==> src/rtl/seg7_if.sv <==
// Bus between the display datapath (master) and the 7-segment scan driver (slave).
// Signal suffixes are from the driver's point of view.
interface seg7_if #(
    parameter int N_DIGITS = 4
);
    logic [4*N_DIGITS-1:0] value_i;
    logic [N_DIGITS-1:0]   dp_i;
    logic                  load_i;
    logic                  blank_lz_i;
    logic [7:0]            seg_o;
    logic [N_DIGITS-1:0]   an_o;
    logic                  frame_o;

    modport master (
        output value_i, dp_i, load_i, blank_lz_i,
        input  seg_o, an_o, frame_o
    );

    modport slave (
        input  value_i, dp_i, load_i, blank_lz_i,
        output seg_o, an_o, frame_o
    );
endinterface

==> src/rtl/seg7_scan_driver.sv <==
// Multiplexed N-digit 7-segment driver with frame-consistent shadowing, leading-zero blanking
// and a blank slot between digits. Define SEG7_HEX_EN to show codes 10..15 as A,b,C,d,E,F.
module seg7_scan_driver #(
    parameter int N_DIGITS   = 4,
    parameter int CLK_HZ     = 50_000_000,
    parameter int SCAN_HZ    = 1_000,
    parameter int ACTIVE_LOW = 1
) (
    input logic   clk,
    input logic   rst,
    seg7_if.slave bus
);
    localparam int DIV   = CLK_HZ / SCAN_HZ;
    localparam int DIV_W = $clog2(DIV);
    localparam int IDX_W = $clog2(N_DIGITS);
    localparam logic [DIV_W-1:0]    DIV_LAST = DIV_W'(DIV - 1);
    localparam logic [IDX_W-1:0]    IDX_LAST = IDX_W'(N_DIGITS - 1);
    localparam logic [7:0]          SEG_OFF  = (ACTIVE_LOW != 0) ? 8'hFF : 8'h00;
    localparam logic [N_DIGITS-1:0] AN_OFF   = (ACTIVE_LOW != 0) ? '1 : '0;

    logic [DIV_W-1:0]      div_q;
    logic [IDX_W-1:0]      idx_q;
    logic                  show_q;
    logic                  frame_q;
    logic                  pending_q;
    logic [4*N_DIGITS-1:0] stage_q;
    logic [N_DIGITS-1:0]   stage_dp_q;
    logic [4*N_DIGITS-1:0] shadow_q;
    logic [N_DIGITS-1:0]   shadow_dp_q;
    logic [7:0]            seg_q;
    logic [N_DIGITS-1:0]   an_q;

    logic                  tick;
    logic                  wrap;
    logic [3:0]            nib;
    logic                  lz_blank;
    logic [7:0]            seg_d;
    logic [N_DIGITS-1:0]   an_d;

    function automatic logic [6:0] glyph(input logic [3:0] code);
        logic [6:0] g;
        case (code)
            4'h0: g = 7'h3F;
            4'h1: g = 7'h06;
            4'h2: g = 7'h5B;
            4'h3: g = 7'h4F;
            4'h4: g = 7'h66;
            4'h5: g = 7'h6D;
            4'h6: g = 7'h7D;
            4'h7: g = 7'h07;
            4'h8: g = 7'h7F;
            4'h9: g = 7'h6F;
`ifdef SEG7_HEX_EN
            4'hA: g = 7'h77;
            4'hB: g = 7'h7C;
            4'hC: g = 7'h39;
            4'hD: g = 7'h5E;
            4'hE: g = 7'h79;
            default: g = 7'h71;
`else
            default: g = 7'h00;
`endif
        endcase
        return g;
    endfunction

    assign tick = (div_q == DIV_LAST);
    assign wrap = tick && (idx_q == IDX_LAST);
    assign nib  = shadow_q[4*idx_q +: 4];

    // A digit is a leading zero when it and every more-significant nibble are zero.
    always_comb begin
        lz_blank = bus.blank_lz_i && (idx_q != '0);
        for (int k = 0; k < N_DIGITS; k++) begin
            if ((k >= int'(idx_q)) && (shadow_q[4*k +: 4] != 4'h0)) lz_blank = 1'b0;
        end
    end

    always_comb begin
        seg_d = {shadow_dp_q[idx_q], lz_blank ? 7'h00 : glyph(nib)};
        an_d  = N_DIGITS'(1) << idx_q;
        if (ACTIVE_LOW != 0) begin
            seg_d = ~seg_d;
            an_d  = ~an_d;
        end
    end

    always_ff @(posedge clk or posedge rst) begin
        if (rst) begin
            div_q       <= '0;
            idx_q       <= '0;
            show_q      <= 1'b0;
            frame_q     <= 1'b0;
            pending_q   <= 1'b0;
            stage_q     <= '0;
            stage_dp_q  <= '0;
            shadow_q    <= '0;
            shadow_dp_q <= '0;
            seg_q       <= SEG_OFF;
            an_q        <= AN_OFF;
        end else begin
            div_q   <= tick ? '0 : div_q + 1'b1;
            show_q  <= tick;
            frame_q <= wrap;
            if (tick) idx_q <= wrap ? '0 : idx_q + 1'b1;

            // The cycle after a tick is the anti-ghost blank; the digit appears on the next one.
            if (tick) begin
                seg_q <= SEG_OFF;
                an_q  <= AN_OFF;
            end else if (show_q) begin
                seg_q <= seg_d;
                an_q  <= an_d;
            end

            if (bus.load_i) begin
                stage_q    <= bus.value_i;
                stage_dp_q <= bus.dp_i;
            end

            // A load coinciding with the wrap bypasses staging so it commits at this wrap.
            if (wrap) begin
                pending_q <= 1'b0;
                if (bus.load_i) begin
                    shadow_q    <= bus.value_i;
                    shadow_dp_q <= bus.dp_i;
                end else if (pending_q) begin
                    shadow_q    <= stage_q;
                    shadow_dp_q <= stage_dp_q;
                end
            end else if (bus.load_i) begin
                pending_q <= 1'b1;
            end
        end
    end

    assign bus.seg_o   = seg_q;
    assign bus.an_o    = an_q;
    assign bus.frame_o = frame_q;
endmodule

==> src/flat_wrapper.sv <==
// flat-port wrapper written by rule: the top's interface ports become plain ports
module seg7_scan_driver_flat 
#(
    parameter int N_DIGITS   = 4,
    parameter int CLK_HZ     = 50_000_000,
    parameter int SCAN_HZ    = 1_000,
    parameter int ACTIVE_LOW = 1
)
  (clk, rst, bus_value_i, bus_dp_i, bus_load_i, bus_blank_lz_i, bus_seg_o, bus_an_o, bus_frame_o);
  seg7_if #(.N_DIGITS(N_DIGITS)) bus_i ();
  input logic clk;
  input logic rst;
  input wire logic [$bits(bus_i.value_i)-1:0] bus_value_i;
  input wire logic [$bits(bus_i.dp_i)-1:0] bus_dp_i;
  input wire logic [$bits(bus_i.load_i)-1:0] bus_load_i;
  input wire logic [$bits(bus_i.blank_lz_i)-1:0] bus_blank_lz_i;
  output wire logic [$bits(bus_i.seg_o)-1:0] bus_seg_o;
  output wire logic [$bits(bus_i.an_o)-1:0] bus_an_o;
  output wire logic [$bits(bus_i.frame_o)-1:0] bus_frame_o;
  assign bus_i.value_i = bus_value_i;
  assign bus_i.dp_i = bus_dp_i;
  assign bus_i.load_i = bus_load_i;
  assign bus_i.blank_lz_i = bus_blank_lz_i;
  assign bus_seg_o = bus_i.seg_o;
  assign bus_an_o = bus_i.an_o;
  assign bus_frame_o = bus_i.frame_o;
  seg7_scan_driver #(.N_DIGITS(N_DIGITS), .CLK_HZ(CLK_HZ), .SCAN_HZ(SCAN_HZ), .ACTIVE_LOW(ACTIVE_LOW)) u_core (.clk(clk), .rst(rst), .bus(bus_i));
endmodule
==> config.mk <==
export PLATFORM = sky130hd
export DESIGN_NAME = seg7_scan_driver_flat
export DESIGN_NICKNAME = d
export VERILOG_FILES = /design/src/rtl/seg7_if.sv /design/src/rtl/seg7_scan_driver.sv /design/src/flat_wrapper.sv
export SDC_FILE = /design/constraint.sdc
export NUM_CORES = 1
export LEC_CHECK = 0
export BUFFER_PORTS_ARGS = -buffer_cell sky130_fd_sc_hd__buf_2
export CAP_MARGIN = 20
export CORE_ASPECT_RATIO = 1.25
export CORE_MARGIN = 10
export CORE_UTILIZATION = 30
export CTS_CLUSTER_SIZE = 20
export DETAILED_ROUTE_END_ITERATION = 10
export PLACE_DENSITY = 0.55
export RECOVER_POWER = 50
export SLEW_MARGIN = 10
export SYNTH_ARGS = -nofsm -noshare
export SYNTH_HDL_FRONTEND = slang
export SYNTH_SLANG_ARGS = --single-unit
==> constraint.sdc <==
create_clock -name clk -period 2.55 [get_ports clk]
set_clock_uncertainty 0.05 [all_clocks]
set_input_delay 0.255 -clock clk [delete_from_list [all_inputs] [get_ports clk]]
set_output_delay 0.255 -clock clk [all_outputs]
set_load 0.005 [all_outputs]
==> results of run 1 <==
## logic make-up (layout without fill, tap and decap cells)
family | Yosys count | in the layout
adders and majority gates | 10 | 10
AOI/OAI and AO/OA | 22 | 22
DFF | 73 | 73
buffers and inverters | 22 | 69
and+or+nand+nor | 67 | 67
muxes | 47 | 47
xor gates and xnor gates | 14 | 14
## layout make-up
cell class,count,share of cell area (%)
sequential,73,47.0
multi-input combinational,160,34.4
clock buffer,11,6.19
timing repair buffer,41,5.65
tap,132,4.21
clock inverter,5,1.44
inverter,12,1.15
## worst max-delay path: cells and delay by family, from the launching register on
| kind | cells | cell delay [ps] |
|---|---|---|
| compound gates | 2 | 330 |
| simple gates | 2 | 910 |
| fa+ha+maj | 1 | 240 |
| buf+inv | 1 | 130 |
| flops | 1 | 560 |
## worst paths after layout
kind                       slack (ps)                           start                               end  cells after the start
setup reg to reg                  260     u_core.idx_q[0]$_DFFE_PP0P_   u_core.bus.seg_o[0]$_DFFE_PP1P_                      6
min in group asynchronous         640                             rst    u_core.stage_q[12]$_DFFE_PP0P_                      3
hold reg to reg                   430  u_core.stage_q[11]$_DFFE_PP0P_    u_core.stage_q[11]$_DFFE_PP0P_                      1
hold / removal                    120                     bus_dp_i[2]  u_core.stage_dp_q[2]$_DFFE_PP0P_                      2
setup / recovery                  260     u_core.idx_q[0]$_DFFE_PP0P_   u_core.bus.seg_o[0]$_DFFE_PP1P_                      6
max in group asynchronous         560                             rst    u_core.shadow_q[6]$_DFFE_PP0P_                      4
## per-layer routing
layer | wire [um] | GRT usage [%] | vias to the layer above
met5 | 0 | 0 | -
met4 | 91 | 3.81 | 0
met3 | 163 | 2.01 | 6
met2 | 3250 | 14.5 | 29
met1 | 2970 | 10.7 | 1027
li1 | - | - | 990
## per-stage QoR
| stage | area (um^2) | setup WS [ps] | total power, uW | hold slack [ps] | utilization (%) |
|---|---|---|---|---|---|
| floorplan | 3280 | 339 | 1280 | 360 | - |
| global placement | 3630 | 234 | 1320 | 293 | 34.0 |
| detailed placement | 3630 | 146 | 1320 | 292 | 34.0 |
| CTS | 3940 | 72.5 | 2570 | 119 | 36.9 |
| global route | 3920 | 73.5 | 2620 | 126 | 36.8 |
| finish | 3920 | 256 | 2510 | 118 | 36.8 |
## registers in the layout (all words and copies together) (netlist names)
register,flops
u_core.bus.an_o,4
u_core.bus.frame_o,1
u_core.bus.seg_o,8
u_core.div_q,16
u_core.idx_q,2
u_core.pending_q,1
u_core.shadow_dp_q,4
u_core.shadow_q,16
u_core.show_q,1
u_core.stage_dp_q,4
u_core.stage_q,16
## placed cells by master (no fill, tap or decap), types with 3 or more instances in the layout
cell type  instances
ha_1              10
dfstp_1            7
mux4_1             3
clkbuf_16          9
mux2_2            21
xnor2_1            7
inv_1             11
buf_2             30
dfrtp_1           61
o21ai_0            9
clkbuf_1           8
nor3_1             8
dfstp_2            5
mux2_1            19
nor4_1             4
nor2_1            15
nand3_1            7
a21oi_1            3
a31oi_1            4
nand2_1           12
nand4_1            4
xor2_1             7
## report_power, final
group / total, uW / internal, uW / switching, uW
combinational: 84.5 / 36.0 / 48.6
sequential: 1200 / 1190 / 6.40
clock: 1230 / 782 / 451
## what timing repair did
action,4_1_cts,5_1_grt
hold buffers,1,0
endpoints found under the setup margin,0,7
endpoints found under the hold margin,24,0
resized for setup,0,1
==> results.tsv, run 1 <==
stage	metric	value	unit
worst_setup_path	WS Path Type	register to register	
clock_tree	worst-case clock buffer depth	2	
sta	final worst-path cycle share	90.0	%
worst_setup_path	WP data arrival	2490	ps
placed_design	I/O Buffers	36	
worst_setup_path	Crit Path Max Fanout	9	
sta	Max-slew headroom	26.9	%
floorplanning	Die H	137	um
layout	area occupied by multi-input gates	1350	um^2
synthesis	leading area contributor after synthesis	dfrtp_1	
synthesis	most frequent cell after synthesis	dfrtp_1	
grt	Overflow after GRT	0	
synthesis	compound-cell area share of the yosys netlist	4.58	%
sta	fin. max-slew vios	0	
synthesis	dominant synthesized flop cell	dfrtp_1	
power_and_ir_drop	pwr/cell area	641	nW/um^2
sta	Final min period	2290	ps
placed_design	HPWL after DPL	4.79	mm
worst_setup_path	CP required	2750	ps
grt	Total GRT Usage	8.80	%
sta	final-report hold violation count	0	
clock_tree	Clk Latency, worst-skew pair	330	ps
job	max-cap viol count	0	
synthesis	number of synthesized flops with an enable pin	0	
sta	measured slew at the worst slew-check pin	1100	ps
detailed_routing	first-iteration detailed-routing DRC count	90	
clock_tree	number of H-tree levels	3	
floorplanning	Starting Density	30.8	%
synthesis	Area contributors post-synth	dfrtp_1 (47%), mux2_2 (14%), dfstp_2 (9.6%), ha_1 (3.8%), mux4_1 (2.4%)	
clock_tree	clock sinks	73	
clock_tree	Num CTS Buffers	9	
synthesis	Synth Area in XOR/XNOR	3.74	%
synthesis	post-synthesis cell area	3280	um^2
detailed_routing	Vias	2052	
detailed_routing	Avg Vias per Cell	4.73	
placed_design	Final GP Congestion	0.737	
worst_setup_path	largest stage delay on the critical path	660	ps
detailed_routing	Antenna Nets Post-Route	0	
layout	Layout area overhead	19.6	%
synthesis	sequential-to-total area share from yosys stat	56.1	%
clock_tree	postcts setup bufs	0	
floorplanning	die area	15500	um^2
outcome	run status	completed	
synthesis	Post-synth ARST share	100	%
floorplanning	# IOs	37	
sta	# setup viols final	0	
floorplanning	num rows	42	
grt	largest net degree at the start of global routing	50	
synthesis	post-synth top area share	46.5	%
clock_tree	CTS root buf	clkbuf_16	
detailed_routing	DRC errors left	0	
sta	RSZ-0062 raised after global routing	no	
layout	final std cells w/o fill	434	
layout	fillers	1052	
synthesis	Post-Synth Adder-Cell Area	3.81	%
floorplanning	Core Region	10700	um^2
synthesis	cell count after synthesis	255	
synthesis	simple-gate area share of the yosys netlist	10.6	%
worst_setup_path	crit-path cells	inv_1 > ha_1 > or4b_2 > nor3_2 > a211oi_4 > a31oi_1	
worst_setup_path	CP max-delay cell	or4b_2	
detailed_routing	drt pass-1 iters	4	
detailed_routing	Post-Route WL	6.47	mm
clock_tree	clock slew at reported path FFs	60	ps
worst_hold_path	Hold WC Path Type	input port to register	
grt	antenna violations before repair	0	
power_and_ir_drop	VDD IR max	0.331	mV
floorplanning	die width	114	um
detailed_routing	drt wl/cell	14.9	um
layout	Reg area	1840	um^2
layout	layout cell share with drive strength beyond 1	27.8	%
worst_setup_path	CP Launch Type	register	
sta	Fmax	436	MHz
synthesis	Ys Warns	0	
layout	nets@finish	331	
synthesis	syn_nets	289	
synthesis	post-synthesis register bit count	73	
power_and_ir_drop	leakage	0.00177	uW
synthesis	multiplexer share of the synthesized area	18.1	%
placed_design	placed cell count	417	
synthesis	largest family of logic cells by synthesized area	multiplexers	
synthesis	Synth top cells by count	dfrtp_1 (61), mux2_2 (40), nor2_1 (15), dfstp_2 (12), nand2_1 (12)	
grt	vias in the first global route	2198	
synthesis	Syn Area/Cell	12.9	um^2
worst_setup_path	CP endpoint kind	register	
clock_tree	CTS tree	yes	
sta	Final TNS setup	0	ps
layout	n_diodes	0	
grt	first-pass GRT wire length	11.1	mm
synthesis	Synth cell types	41	
Note: power is estimated with default switching activity, not from simulation.
==> run 2: changes to the inputs <==
--- a/config.mk
+++ b/config.mk
@@ -5,14 +5,14 @@
 export SDC_FILE = /design/constraint.sdc
 export NUM_CORES = 1
 export LEC_CHECK = 0
-export BUFFER_PORTS_ARGS = -buffer_cell sky130_fd_sc_hd__buf_2
 export CAP_MARGIN = 20
 export CORE_ASPECT_RATIO = 1.25
 export CORE_MARGIN = 10
 export CORE_UTILIZATION = 30
 export CTS_CLUSTER_SIZE = 20
 export DETAILED_ROUTE_END_ITERATION = 10
-export PLACE_DENSITY = 0.55
+export DONT_BUFFER_PORTS = 1
+export PLACE_DENSITY = 0.53
 export RECOVER_POWER = 50
 export SLEW_MARGIN = 10
 export SYNTH_ARGS = -nofsm -noshare
==> run 2 against run 1 <==
  * Sequential share of layout area increased by 2.2 points
  * Critical path depth stayed put
  * Sequential power about the same
  * Total power is essentially flat
  * Global-route usage grew 0.35 points
  * Clock power barely moved
  * Design area decreased by 4.4%
  * First-iteration DRC count decreased by 47%
  * Setup slack worse by 35 ps
  * Via count down 5.3%
  * Combinational power fell by 19%
  * Critical endpoint is now u_core.bus.seg_o[2]$_DFFE_PP1P_
  * Highest routed layer unchanged
==> results.tsv, run 2 (synthesis gave the netlist of run 1 again) <==
stage	metric	value	unit	change
outcome	run status	completed		
clock_tree	number of H-tree levels	3		unchanged
power_and_ir_drop	leakage	0.00164	uW	-7.4%
sta	worst hold margin	39.4	ps	-78.8 ps
power_and_ir_drop	VDD IR max	0.396	mV	+20%
worst_hold_path	Hold WC Path Type	input port to register		
grt	antenna violations before repair	1		+1
grt	Total GRT Usage	9.15	%	+0.35 points
placed_design	HPWL after DPL	4.72	mm	-1.5%
clock_tree	Clk Latency, worst-skew pair	340	ps	about the same
worst_setup_path	CP bufs+invs	1		unchanged
power_and_ir_drop	pwr/cell area	671	nW/um^2	+4.6%
layout	most frequent cells in the layout	dfrtp_1 (61), mux2_2 (35), nor2_1 (15), nand2_1 (12), dfstp_1 (12)		
floorplanning	die area	15500	um^2	unchanged
layout	nets@finish	296		-11%
layout	commonest non-fill, non-tap cell in the layout	dfrtp_1		
sta	Final min period	2330	ps	+34.9 ps
worst_setup_path	WS Path Type	register to register		
detailed_routing	drt wl/cell	16.4	um	+9.9%
detailed_routing	Vias	1943		-5.3%
worst_setup_path	CP top delay family	simple AND/OR/NAND/NOR gates		
layout	Layout area overhead	14.3	%	
sta	fin. max-slew vios	0		unchanged
clock_tree	worst-case clock buffer depth	2		unchanged
sta	final worst-path cycle share	91.3	%	+1.4 points
sta	RSZ-0062 raised after global routing	no		
sta	Max-slew headroom	28.9	%	+2.0 points
clock_tree	postcts setup bufs	0		unchanged
worst_setup_path	largest stage delay on the critical path	650	ps	about the same
placed_design	I/O Buffers	0		-100%
grt	largest net degree at the start of global routing	46		-8.0%
detailed_routing	Avg Vias per Cell	4.86		+2.7%
detailed_routing	Antenna Nets Post-Route	0		unchanged
clock_tree	clock sinks	73		unchanged
sta	measured slew at the worst slew-check pin	1070	ps	-30.5 ps
clock_tree	CTS root buf	clkbuf_16		
detailed_routing	DRC errors left	0		unchanged
clock_tree	Num CTS Buffers	9		unchanged
detailed_routing	drt pass-1 iters	4		unchanged
grt	first-pass GRT wire length	11.1	mm	+0.50%
floorplanning	# IOs	37		unchanged
worst_setup_path	WP data arrival	2530	ps	+40 ps
sta	final-report hold violation count	0		unchanged
layout	fillers	1043		-0.86%
worst_setup_path	CP required	2750	ps	about the same
floorplanning	Die H	137	um	unchanged
floorplanning	die width	114	um	unchanged
worst_setup_path	CP endpoint kind	register		
worst_setup_path	CP max-delay cell	or4b_2		
worst_setup_path	CP Launch Type	register		
floorplanning	Core Region	10700	um^2	unchanged
floorplanning	num rows	42		unchanged
clock_tree	CTS tree	yes		
sta	Fmax	429	MHz	-1.5%
placed_design	Final GP Congestion	0.793		+7.6%
job	max-cap viol count	0		unchanged
worst_setup_path	Crit Path Max Fanout	9		unchanged
clock_tree	clock slew at reported path FFs	60	ps	about the same
sta	# setup viols final	0		unchanged
detailed_routing	Post-Route WL	6.56	mm	+1.3%
layout	layout cell share with drive strength beyond 1	24.3	%	-3.5 points
detailed_routing	first-iteration detailed-routing DRC count	48		-47%
placed_design	Placed Area	3450	um^2	-5.1%
worst_setup_path	crit-path cells	inv_1 > ha_1 > or4b_2 > nor3_2 > a211oi_4 > a31oi_1		
floorplanning	Starting Density	30.8	%	unchanged
layout	fin area	3750	um^2	-4.4%
layout	biggest regs	u_core.div_q x16, u_core.shadow_q x16, u_core.stage_q x16		
grt	Overflow after GRT	0		unchanged
grt	vias in the first global route	2063		-6.1%
sta	Final TNS setup	0	ps	unchanged
run 2: worst paths after layout:
path,from,to,slack [ps],depth (start not counted)
max in group asynchronous,rst,u_core.stage_q[14]$_DFFE_PP0P_,600,3
worst min-delay path,bus_dp_i[0],u_core.stage_dp_q[0]$_DFFE_PP0P_,40,1
worst min register to register,u_core.div_q[0]$_DFF_PP0_,u_core.div_q[0]$_DFF_PP0_,430,1
min in group asynchronous,rst,u_core.div_q[13]$_DFF_PP0_,580,2
worst max-delay path,u_core.idx_q[0]$_DFFE_PP0P_,u_core.bus.seg_o[2]$_DFFE_PP1P_,220,6
worst max register to register,u_core.idx_q[0]$_DFFE_PP0P_,u_core.bus.seg_o[2]$_DFFE_PP1P_,220,6
run 2: cell type report:
| class | instances | area, um^2 | area share, % |
|---|---|---|---|
| Antenna cell | 1 | 2.50 | 0.0667 |
| Clock buffer | 11 | 243 | 6.47 |
| Clock inverter | 5 | 55.1 | 1.47 |
| Inverter | 12 | 45.0 | 1.20 |
| Multi-Input combinational cell | 160 | 1350 | 36.0 |
| Sequential cell | 73 | 1840 | 49.1 |
| Tap cell | 132 | 165 | 4.40 |
| Timing Repair Buffer | 6 | 47.5 | 1.27 |
run 2: report_power, final:
part / total (uW) / internal [uW] / switching, uW
Combinational: 68.7 / 29.7 / 39.0
Sequential: 1200 / 1190 / 7.01
Clock: 1250 / 780 / 469
run 2: metal layers:
metal,vias to the layer above,wire [um],track usage (%),share of wire (%)
li1,911,-,-,-
met1,987,2850,10.9,44
met2,34,3060,13.1,47
met3,11,500,4.47,7.6
met4,0,147,5.08,2.2
met5,-,0,0,0
run 2: what timing repair did:
action,in CTS,in global routing
resized for setup,0,1
hold buffers,1,0
endpoints found under the setup margin,0,7
hold endpoints to repair,21,0
run 2: per-stage QoR:
stage	power, uW	util (%)	setup slack [ps]	cells
global placement	1290	32.3	232	382
CTS	2560	35.2	72.6	399
global route	2610	35.1	94.5	399
finish	2510	35.2	221	400
floorplan	1280	-	339	255
detailed placement	1290	32.3	99.9	382
run 2: worst register-to-register path: cells and delay by family, from the launching register on:
| family | cells | cell delay, ps |
|---|---|---|
| buffers and inverters | 1 | 150 |
| adder cells (fa/ha/maj) | 1 | 240 |
| flip-flops | 1 | 570 |
| AND/OR/NAND/NOR | 2 | 890 |
| AO/OA/AOI/OAI | 2 | 350 |
==> run 3: changes to the inputs <==
--- a/config.mk
+++ b/config.mk
@@ -5,6 +5,7 @@
 export SDC_FILE = /design/constraint.sdc
 export NUM_CORES = 1
 export LEC_CHECK = 0
+export ABC_AREA = 1
 export CAP_MARGIN = 20
 export CORE_ASPECT_RATIO = 1.25
 export CORE_MARGIN = 10
==> run 3 against run 2 <==
  * Routed wire length increased by 13%
  * Count of clock-buffer cells in the layout increased by 2
  * Setup slack improved by 180 ps
  * Register-to-register slack improved by 180 ps
  * Fmax increased by 8.3%
  * Global-route usage increased by 0.18 points
  * Non-clock buffer count decreased by 3
  * Flip-flop and latch count unchanged
  * Synthesized cell count increased by 69%
  * Design area increased by 5.8%
  * Largest power group unchanged
==> results.tsv, run 3 <==
stage	metric	value	unit	change
synthesis	post-synth top area share	43.0	%	-3.5 points
worst_setup_path	WS Path Type	register to register		
detailed_routing	Antenna Nets Post-Route	0		unchanged
sta	Final TNS setup	0	ps	unchanged
synthesis	Synth top cells by count	nand2_1 (156), dfrtp_1 (61), nor2_1 (53), nand3_1 (48), inv_1 (27)		
grt	antenna violations before repair	0		-1
placed_design	Final GP Congestion	0.838		+5.6%
worst_setup_path	largest stage delay on the critical path	560	ps	-90 ps
worst_hold_path	Hold WC Path Type	input port to register		
placed_design	HPWL after DPL	5.57	mm	+18%
layout	Final Core Density	34.2	%	-1.0 points
clock_tree	worst-case clock buffer depth	2		unchanged
layout	fillers	1252		+20%
floorplanning	Starting Density	30.6	%	-0.18 points
placed_design	placed cell count	581		+52%
synthesis	cell count after synthesis	432		+69%
synthesis	dominant synthesized flop cell	dfrtp_1		
sta	fin. max-slew vios	0		unchanged
synthesis	number of synthesized flops with an enable pin	0		unchanged
floorplanning	Core Region	11600	um^2	+8.9%
detailed_routing	Post-Route WL	7.40	mm	+13%
detailed_routing	drt pass-1 iters	4		unchanged
floorplanning	die width	117	um	+3.3%
clock_tree	Post-CTS Hold Buffers	1		unchanged
layout	final std cells w/o fill	598		+50%
floorplanning	Die H	142	um	+3.4%
floorplanning	num rows	44		+4.8%
worst_setup_path	CP endpoint kind	register		
clock_tree	postcts setup bufs	0		unchanged
clock_tree	CTS root buf	clkbuf_16		
layout	most frequent cells in the layout	nand2_1 (156), dfrtp_1 (61), nor2_1 (53), nand3_1 (48), inv_1 (27)		
worst_setup_path	Crit Path Max Fanout	16		+7
worst_setup_path	CP Launch Type	register		
sta	Final min period	2150	ps	-179 ps
sta	worst hold margin	19.5	ps	-20.0 ps
synthesis	syn_nets	466		+61%
sta	final-report hold violation count	0		unchanged
clock_tree	Num CTS Buffers	9		unchanged
power_and_ir_drop	VDD IR max	0.430	mV	+8.6%
outcome	run status	completed		
layout	area occupied by multi-input gates	1480	um^2	+9.8%
synthesis	Syn Area/Cell	8.22	um^2	-36%
grt	Overflow after GRT	0		unchanged
detailed_routing	DRC errors left	0		unchanged
worst_setup_path	crit-path cells	inv_2 > nand2_1 > a32oi_1 > inv_1 > ha_1 > nand3_1 > nand3_1 > nand2_1 > nor2_1 > nor2_1		
grt	Total GRT Usage	9.33	%	+0.18 points
synthesis	most frequent cell after synthesis	nand2_1		
layout	Reg area	1840	um^2	unchanged
clock_tree	clock sinks	73		unchanged
layout	layout cell share with drive strength beyond 1	6.86	%	-17 points
clock_tree	clock slew at reported path FFs	50	ps	about the same
detailed_routing	Vias	2634		+36%
grt	largest net degree at the start of global routing	44		-4.3%
clock_tree	CTS tree	yes		
clock_tree	Clk Latency, worst-skew pair	320	ps	-20 ps
detailed_routing	first-iteration detailed-routing DRC count	168		+250%
worst_setup_path	WP data arrival	2350	ps	-180 ps
power_and_ir_drop	leakage	0.00202	uW	+24%
sta	Fmax	465	MHz	+8.3%
layout	Layout area overhead	11.7	%	
layout	commonest non-fill, non-tap cell in the layout	nand2_1		
layout	n_diodes	0		-1
sta	Max-slew headroom	25.0	%	-3.8 points
sta	measured slew at the worst slew-check pin	1120	ps	+57.3 ps
worst_setup_path	CP max-delay cell	dfrtp_1		
layout	nets@finish	466		+57%
sta	RSZ-0062 raised after global routing	no		
sta	final worst-path cycle share	84.3	%	-7.0 points
synthesis	post-synthesis register bit count	73		unchanged
grt	first-pass GRT wire length	12.9	mm	+16%
sta	# setup viols final	0		unchanged
clock_tree	post-CTS resize count	0		unchanged
detailed_routing	drt wl/cell	12.4	um	-24%
synthesis	Ys Warns	0		unchanged
floorplanning	# IOs	37		unchanged
worst_setup_path	CP bufs+invs	2		+1
layout	biggest regs	u_core.div_q x16, u_core.shadow_q x16, u_core.stage_q x16		
grt	vias in the first global route	2655		+29%
job	max-cap viol count	0		unchanged
synthesis	leading area contributor after synthesis	dfrtp_1		
detailed_routing	Avg Vias per Cell	4.40		-9.3%
floorplanning	die area	16600	um^2	+6.9%
clock_tree	number of H-tree levels	3		unchanged
synthesis	Area contributors post-synth	dfrtp_1 (43%), nand2_1 (16%), dfstp_2 (8.9%), nand3_1 (6.8%), nor2_1 (5.6%)		
synthesis	Post-synth ARST share	100	%	unchanged
worst_setup_path	CP required	2750	ps	about the same
synthesis	sequential-to-total area share from yosys stat	51.9	%	-4.3 points
synthesis	post-synthesis cell area	3550	um^2	+8.2%
power_and_ir_drop	pwr/cell area	633	nW/um^2	-5.6%
synthesis	Synth cell types	32		-22%
worst_setup_path	CP top delay family	flip-flops		
placed_design	I/O Buffers	0		unchanged
-- run 3: path summary, 6_finish.rpt --
path | start | to | slack [ps] | cells after the start
setup / recovery | u_core.idx_q[0]$_DFFE_PP0P_ | u_core.bus.seg_o[3]$_DFFE_PP1P_ | 400 | 10
hold / removal | bus_value_i[14] | u_core.stage_q[14]$_DFFE_PP0P_ | 20 | 2
setup reg to reg | u_core.idx_q[0]$_DFFE_PP0P_ | u_core.bus.seg_o[3]$_DFFE_PP1P_ | 400 | 10
hold reg to reg | u_core.div_q[0]$_DFF_PP0_ | u_core.div_q[0]$_DFF_PP0_ | 410 | 1
max in group asynchronous | rst | u_core.shadow_q[4]$_DFFE_PP0P_ | 560 | 3
min in group asynchronous | rst | u_core.div_q[5]$_DFF_PP0_ | 620 | 2
-- run 3: area by class of cell --
cell class	instances	share of cell area, %
clock buffer	13	6.56
sequential	73	46.4
timing repair buffer	3	0.631
inverter	31	2.93
multi-input combinational	314	37.4
tap	161	5.08
clock inverter	3	1.01
-- run 3: worst reg2reg max path, delay by kind of cell, from the launching register on --
kind | cells | cell delay [ps]
AOI/OAI and AO/OA | 1 | 290
adders and majority gates | 1 | 290
buffers and inverters | 2 | 400
DFF | 1 | 560
and+or+nand+nor | 6 | 490
-- run 3: kinds of logic (layout without fill, tap and decap cells) --
family,count (synthesis),in the layout,share of synthesized area [%]
simple gates,275,275,33.0
flops,73,73,51.9
buf+inv,45,50,6.38
compound gates,20,20,3.03
fa+ha+maj,10,10,3.52
xor+xnor,9,9,2.22
-- run 3: routing by layer --
metal  share of wire [%]  vias up  global-route usage [%]
li1                    -     1353                       -
met1                  47     1223                    11.6
met2                  46       52                    14.5
met3                 6.8        6                    3.57
met4                0.85        0                    3.17
met5                   0        -                       0
-- run 3: per-stage QoR --
stage / worst slack [ps] / area, um^2 / total power [uW]
final: 400 / 3970 / 2510
after global placement: 532 / 3670 / 1280
after detailed placement: 429 / 3670 / 1290
after floorplan: 412 / 3550 / 1270
after CTS: 418 / 3980 / 2560
after global routing: 176 / 3970 / 2610
-- run 3: power by group --
group	internal, uW	total (uW)	switching, uW
logic	15.7	65.8	50.2
registers	1190	1190	7.31
clock network	808	1250	444
